`src/rtl/iodec_gen.sv`:
```
// iodec_gen: registered I/O window decoder with wait states and error flag.
// Optional IODEC_GEN_ERRLOG_EN adds err_addr capturing the first error address.
module iodec_gen #(
  parameter int            AW    = 16,
  parameter int            NREG  = 64,
  parameter logic [AW-1:0] BASE  = AW'(16'h0400),
  parameter int            WAITS = 1
) (
  input  logic            sys_clk,
  input  logic            xresetl,
  input  logic [AW-1:0]   a,
  input  logic            cs,
  input  logic            rd,
  input  logic            wr,
  output logic [NREG-1:0] rdstb,
  output logic [NREG-1:0] wrstb,
  output logic            ack,
  output logic            expl,
  output logic            err,
  input  logic            err_clr
`ifdef IODEC_GEN_ERRLOG_EN
  ,
  output logic [AW-1:0]   err_addr
`endif
);

  localparam int IW = (NREG > 1) ? $clog2(NREG) : 1;
  localparam logic [IW:0] NREG_W = (IW+1)'(NREG);

  typedef enum logic [1:0] {
    IDLE,
    WAIT,
    STROBE,
    EXPL
  } state_t;

  state_t        state;
  logic [IW-1:0] idx_q;
  logic          wr_q;
  logic [3:0]    cnt;

  logic          req;
  logic          hit;
  logic          dual;
  logic          bad_q;
  logic          err_set;
  logic [NREG-1:0] sel;
  logic          unused_a0;

  assign unused_a0 = a[0];
  assign req  = cs & (rd | wr);
  assign hit  = (a[AW-1:IW+1] == BASE[AW-1:IW+1]);
  assign dual = req & rd & wr;
  assign bad_q = ({1'b0, idx_q} >= NREG_W);
  assign err_set = ((state == IDLE) & dual) |
                   ((state == STROBE) & bad_q);

  // one-hot select of the latched register index
  always_comb begin
    sel = '0;
    for (int i = 0; i < NREG; i++) begin
      sel[i] = (idx_q == IW'(i));
    end
  end

  // access sequencer: idle -> wait -> strobe, or expansion pulse on miss
  always_ff @(posedge sys_clk or negedge xresetl) begin
    if (!xresetl) begin
      state <= IDLE;
      idx_q <= '0;
      wr_q  <= 1'b0;
      cnt   <= '0;
      rdstb <= '0;
      wrstb <= '0;
      ack   <= 1'b0;
      expl  <= 1'b0;
    end else begin
      rdstb <= '0;
      wrstb <= '0;
      ack   <= 1'b0;
      expl  <= 1'b0;
      case (state)
        IDLE: begin
          if (req) begin
            idx_q <= a[IW:1];
            wr_q  <= wr;
            if (!hit) begin
              state <= EXPL;
            end else if (WAITS == 0) begin
              state <= STROBE;
            end else begin
              state <= WAIT;
              cnt   <= 4'(WAITS);
            end
          end
        end
        WAIT: begin
          if (!cs) begin
            state <= IDLE;
            cnt   <= '0;
          end else if (cnt <= 4'd1) begin
            state <= STROBE;
            cnt   <= '0;
          end else begin
            cnt <= cnt - 4'd1;
          end
        end
        STROBE: begin
          ack <= 1'b1;
          if (!bad_q) begin
            if (wr_q) wrstb <= sel;
            else      rdstb <= sel;
          end
          state <= IDLE;
        end
        EXPL: begin
          expl  <= 1'b1;
          state <= IDLE;
        end
        default: state <= IDLE;
      endcase
    end
  end

  // sticky error flag; a new error outranks a clear
  always_ff @(posedge sys_clk or negedge xresetl) begin
    if (!xresetl)     err <= 1'b0;
    else if (err_set) err <= 1'b1;
    else if (err_clr) err <= 1'b0;
  end

`ifdef IODEC_GEN_ERRLOG_EN
  logic [AW-1:0] addr_q;

  // full latched address, kept only for error logging
  always_ff @(posedge sys_clk or negedge xresetl) begin
    if (!xresetl)                       addr_q <= '0;
    else if ((state == IDLE) && req)    addr_q <= a;
  end

  // capture the first error address while capture is armed
  always_ff @(posedge sys_clk or negedge xresetl) begin
    if (!xresetl) begin
      err_addr <= '0;
    end else if (err_set && (!err || err_clr)) begin
      err_addr <= (state == IDLE) ? a : addr_q;
    end
  end
`endif

endmodule

```
`config.mk`:
```
export PLATFORM = sky130hd
export DESIGN_NAME = iodec_gen
export DESIGN_NICKNAME = d
export VERILOG_FILES = /design/src/rtl/iodec_gen.sv
export SDC_FILE = /design/constraint.sdc
export NUM_CORES = 1
export LEC_CHECK = 0
export CAP_MARGIN = 30
export CELL_PAD_IN_SITES_DETAIL_PLACEMENT = 1
export CELL_PAD_IN_SITES_GLOBAL_PLACEMENT = 1
export CORE_MARGIN = 3
export CORE_UTILIZATION = 37
export CTS_BUF_LIST = sky130_fd_sc_hd__clkbuf_4
export CTS_CLUSTER_SIZE = 20
export DETAILED_ROUTE_END_ITERATION = 16
export PLACE_DENSITY_LB_ADDON = 0.08
export SKIP_CTS_REPAIR_TIMING = 1
export SLEW_MARGIN = 25
export SYNTH_ARGS = -nofsm -noshare
export SYNTH_HDL_FRONTEND = slang
export SYNTH_SLANG_ARGS = --single-unit
```
`constraint.sdc`:
```
create_clock -name sys_clk -period 1.6 [get_ports sys_clk]
set_input_delay 0.32 -clock sys_clk [delete_from_list [all_inputs] [get_ports sys_clk]]
set_output_delay 0.32 -clock sys_clk [all_outputs]
set_load 0.01 [all_outputs]
```
==> results.yml, run 1 <==
critical_path:
  crit_cells: 4
  reg2reg_depth: 4
  cp-start-kind: "register"
  slowest_stage: "or4_1"
  cp-startpoint: "state[1]"
  path_max_fanout: 4
  crit_family: "simple AND/OR/NAND/NOR gates"
  path_class: "reg2reg"
  max_stage_delay_ns: 0.52
  reg2reg_from: "state[1]"
  worst-path-buf-inv: 0
  critical_path_required_ns: 2.02
  crit_chain: "or4_1 > nor2_1 > a41o_2 > o21ai_0"
  crit_arrival_ns: 1.92
  cp-end-kind: "register"
route:
  routed_via_density: 4.609
  wl_per_cell_um: 17.56
  wl_met3_um: 743
  wirelength_met1_um: 5362
  drtPass1Iterations: 4
  drt_iter0_drc: 178
  dr_wl_met2_um: 6509
  drc: 0
  vias: 3374
  drt-total-wl_um: 12860
  top_layer_used: "met4"
  final_antenna_net_count: 0
grt:
  grt_util_all_layers_pct: 19.16
  antenna_found_initial: 0
  grt_pass1_wl_um: 20310
  grt_max_degree: 54
  overflow: 0
  grt_pass1_vias: 3728
flow_run:
  drv_cap: 0
min_path:
  hold_path.class: "in2async"
layout:
  fin_util_pct: 58.92
  area.growth.synth_to_final_pct: 54.12
  postLayoutCellArea_um2: 7166
  nets: 575
  antenna_cells: 0
  drive_above_1_share_pct: 11.70
synth:
  netlist_instances: 365
  synth.area.top_cells: "dfrtp_1 78%, nor2_1 11%, mux2_2 1.5%"
  synthFlopType: "dfrtp_1"
  synth_edf_count: 0
  yosys_warnings: 0
  synth-seq-cells: 144
  syn_area_um2: 4649
  yosysUniqueCellTypes: 29
  synth_common_cells: "144 x dfrtp_1, 136 x nor2_1, 16 x nand2_1"
  synth.most_common_cell: "dfrtp_1"
  synth.top_cell.area_share_pct: 77.50
  syn_area_per_cell_um2: 12.74
  synth_nets: 389
  yosysTopAreaCell: "dfrtp_1"
  synthArstFlopShare_pct: 100.0
  yosysSeqAreaShare_pct: 77.50
power:
  ir_drop_uv: 601.1
  switching_power_mw: 2.439
  swShare_pct: 30.63
  power_density_nw_per_um2: 1111
  seq_power_share_pct: 51.3
  power_frac_comb_pct: 20.1
  leakagePower_nw: 5.507
  total_power_mw: 7.962
  p_int_mw: 5.523
  clkPwrFrac_pct: 28.6
timing:
  final_hold_viol_count: 0
  setup_viol: 0
  period_minus_slack_ns: 1.499
  fin_skew_ns: 0.01141
  fmax_mhz: 667.3
  tightest_slew_ns: 0.4153
  maxSlewHeadroom_pct: 72.23
  tns_ns: 0
  post-route-worst-setup-slack_ns: 0.1014
  final_max_slew_viol_count: 0
  grt_setup_unrepaired: "false"
  fin_crit_sh_pct: 93.66
clocking:
  root_buffer: "clkbuf_4"
  cts_sinks: 144
  insertion_delay_ns: 0.54
  clk_path_buf_depth: 2
  htree_levels: 4
  clk_pin_slew_ns: 0.11
  numCtsBuffers: 17
  cts_tree: "yes"
place:
  place_area_um2: 6543
  portBuffers: 151
  gp_congestion: 0.7751
  dp_hpwl_um: 9217
  place_ws_ns: -0.2439
floorplan:
  fp.dieH_um: 118.1
  dieArea_um2: 13950
  die_w_um: 118.1
  core_area_um2: 12160
  ios: 153
  rows: 40
  start_util_pct: 38.23
run_status:
  outcome: "finished clean"
## power by group through the flow
stage | clock [mW] | sequential (mW) | combinational (mW)
floorplan | 0 | 4.14 | 0.840
global placement | 0 | 4.14 | 1.59
detailed placement | 0 | 4.16 | 1.64
CTS | 2.35 | 4.08 | 1.64
global route | 2.52 | 4.13 | 1.80
finish | 2.27 | 4.09 | 1.60
## sequential cells by signal, indices dropped and copies added, names as in the netlist
signal and cells:
rdstb 64, wrstb 64, idx_q 6, cnt 4
state 2, ack 1, err 1, expl 1
wr_q 1
## metrics by stage
stage | hold WS [ns] | cells
2_1_floorplan | 0.02441 | 365
4_1_cts | -0.4009 | 731
3_5_place_dp | 0.2157 | 699
3_3_place_gp | 0.2098 | 699
5_1_grt | 0.2063 | 732
6_report | 0.2244 | 732
## cell usage in the layout, fill, tap and decap left out, drive strengths merged, types with 3 or more instances in the layout
cell / netlist / routed
nand2: 16 / 16
dfrtp: 144 / 144
clkdlybuf4s50: 0 / 19
nor2: 136 / 136
dlymetal6s2s: 0 / 131
clkinv: 0 / 12
nor2b: 7 / 7
o21ai: 7 / 7
nand3: 9 / 9
buf: 9 / 25
and2b: 3 / 3
nand4: 3 / 3
inv: 6 / 6
mux2: 6 / 6
bufinv: 0 / 3
clkbuf: 0 / 17
## final timing paths
| check | to | slack (ns) |
|---|---|---|
| worst max-delay path | cnt[2] | 0.10 |
| worst min-delay path | rdstb[57] | 0.22 |
| worst max register to register | cnt[2] | 0.10 |
| worst min register to register | wr_q | 0.53 |
| max in group asynchronous | err | 0.79 |
| min in group sys_clk | err | 0.34 |
## worst register-to-register path, stage by stage, from the launching register on
cell and delay (ns):
dfrtp_1 0.42, or4_1 0.52, nor2_1 0.11, a41o_2 0.24
o21ai_0 0.09
## layer usage
metal | vias to the layer above | track usage [%]
met5 | - | 0
met4 | 0 | 7.033
met3 | 19 | 6.535
met2 | 113 | 32.12
met1 | 1709 | 22.92
li1 | 1533 | -
## final cells by class
class / count / area [um^2]
clock buffers: 17 / 127.6
clock inverters: 15 / 150.1
fillers: 1236 / 4996
inverters: 6 / 22.52
multi-input cells: 206 / 970.9
flip-flops and latches: 144 / 3603
well taps: 168 / 210.2
repair buffers: 176 / 2081
## cells by family (layout without fill, tap and decap cells)
family / count (synthesis) / count (layout) / synth area share [%]
multiplexers: 6 / 6 / 1.453
buffers and inverters: 15 / 214 / 1.776
AO/OA/AOI/OAI: 15 / 15 / 2.180
flip-flops: 144 / 144 / 77.50
AND/OR/NAND/NOR: 183 / 183 / 16.55
adder cells (fa/ha/maj): 2 / 2 / 0.5381
Power figures use the tool's default switching activity.
==> run 2: changes to the inputs <==
==> constraint.sdc (replaced) <==
create_clock -name sys_clk -period 1.4 [get_ports sys_clk]
set_input_delay 0.28 -clock sys_clk [delete_from_list [all_inputs] [get_ports sys_clk]]
set_output_delay 0.28 -clock sys_clk [all_outputs]
set_load 0.01 [all_outputs]
==> run 2 against run 1 <==
Effect of this change: sequential cell count unchanged; final area fell by 9.0%; core utilization is 5.3 points lower; worst hold slack got worse by 0.10 ns; critical path depth is 2 higher; non-clock buffer count up 8; global-route usage down 0.064 points; largest power group unchanged; final cell count rose by 1.1%; the run now ends with setup timing left; sequential power up 14%.
==> results.yml, run 2 (same netlist as run 1, synthesis figures left out) <==
route:
  drt-total-wl_um: 12870
  final_antenna_net_count: 0
  drc: 0
  routed_via_density: 4.565
  vias: 3378
  drt_iter0_drc: 210
  drtPass1Iterations: 4
  wl_per_cell_um: 17.39
timing:
  final_max_slew_viol_count: 0
  period_minus_slack_ns: 1.438
  grt_setup_unrepaired: "true"
  post-route-worst-setup-slack_ns: -0.03832
  tightest_slew_ns: 0.4313
  maxSlewHeadroom_pct: 70.98
  fin_skew_ns: 0.01253
  fin_crit_sh_pct: 102.7
  tns_ns: -0.2545
  fmax_mhz: 695.3
  setup_viol: 25
  final_hold_viol_count: 0
grt:
  antenna_found_initial: 0
  overflow: 0
  grt_max_degree: 72
  grt_pass1_vias: 3750
  grt_pass1_wl_um: 20360
  grt_util_all_layers_pct: 19.10
power:
  switching_power_mw: 3.063
  swShare_pct: 31.80
  seq_power_share_pct: 48.6
  power_density_nw_per_um2: 1478
  power_frac_comb_pct: 23.3
  ir_drop_uv: 627.9
  p_int_mw: 6.568
  clkPwrFrac_pct: 28.1
  total_power_mw: 9.631
  leakagePower_nw: 3.334
clocking:
  htree_levels: 4
  cts_sinks: 144
  clk_pin_slew_ns: 0.12
  insertion_delay_ns: 0.55
  root_buffer: "clkbuf_4"
  cts_tree: "yes"
  clk_path_buf_depth: 2
  numCtsBuffers: 17
critical_path:
  max_stage_delay_ns: 0.41
  slowest_stage: "dfrtp_1"
  path_class: "reg2reg"
  critical_path_required_ns: 1.83
  path_max_fanout: 8
  cp-end-kind: "register"
  crit_chain: "buf_6 > and2b_2 > and2_2 > nand2_2 > clkbuf_16 > nor2_1"
  crit_arrival_ns: 1.87
  cp-start-kind: "register"
  r2r_setup_slack_ns: -0.04
floorplan:
  die_w_um: 118.1
  fp.dieH_um: 118.1
  rows: 40
  core_area_um2: 12160
  dieArea_um2: 13950
  ios: 153
  start_util_pct: 38.23
layout:
  instances_no_fill: 740
  n_fill_cell: 1316
  antenna_cells: 0
  area.growth.synth_to_final_pct: 40.18
  drive_above_1_share_pct: 41.26
  nets: 583
  final_common_cell: "dfrtp_1"
  reg_top3: "rdstb x64, wrstb x64, idx_q x6"
  fin_util_pct: 53.59
  final_cell_mix: "144 x dfrtp_1, 133 x nor2_1, 123 x clkbuf_2, 19 x clkdlybuf4s50_1"
min_path:
  hold_path.class: "in2async"
place:
  gp_congestion: 0.7744
  portBuffers: 151
  dp_hpwl_um: 9045
  dp.cells: 703
run_status:
  violations: "setup timing"
  outcome: "finished, violations left"
flow_run:
  drv_cap: 0
[run 2: critical path: cells and delay by family, from the launching register on]
kind	cells	cell delay [ns]
simple gates	4	0.60
buf+inv	2	0.30
flops	1	0.41
[run 2: worst paths after layout]
| kind | from | endpoint | cells past startpoint |
|---|---|---|---|
| max | state[1] | wrstb[17] | 6 |
| min | xresetl | rdstb[57] | 2 |
| max reg2reg | state[1] | wrstb[17] | 6 |
| min reg2reg | wr_q | wr_q | 1 |
| max in group asynchronous | xresetl | idx_q[1] | 3 |
| min in group sys_clk | err_clr | err | 2 |
[run 2: per-layer routing]
layer  vias up  part of all wire, %  track usage, %
met5         -                    0               0
met4         0                  1.8           7.326
met1      1701                   42           22.60
met3        18                  5.5           6.920
met2       108                   50           31.83
li1       1551                    -               -
[run 2: area by class of cell]
class	instances	area [um^2]	area share, %
Sequential cell	144	3603	55.29
Timing Repair Buffer	184	1309	20.08
Multi-Input combinational cell	206	1076	16.51
Tap cell	168	210.2	3.225
Clock inverter	15	168.9	2.592
Clock buffer	17	127.6	1.958
Inverter	6	22.52	0.3456
[run 2: stage by stage]
step                hold slack [ns]  setup slack (ns)  area, um^2
floorplan                  -0.01559          0.008608        4649
global placement             0.1351           -0.3445        6623
CTS                         -0.4948           -0.4148        6919
detailed placement           0.1388           -0.4018        6623
global route                0.09018           -0.1308        6518
finish                       0.1237          -0.03832        6518
[run 2: power by group through the flow]
stage	registers [mW]	logic, mW	clock network (mW)
finish	4.68	2.24	2.71
detailed placement	4.73	2.00	0
CTS	4.65	2.01	2.79
global placement	4.72	1.95	0
global route	4.72	2.49	3.01
floorplan	4.73	0.960	0
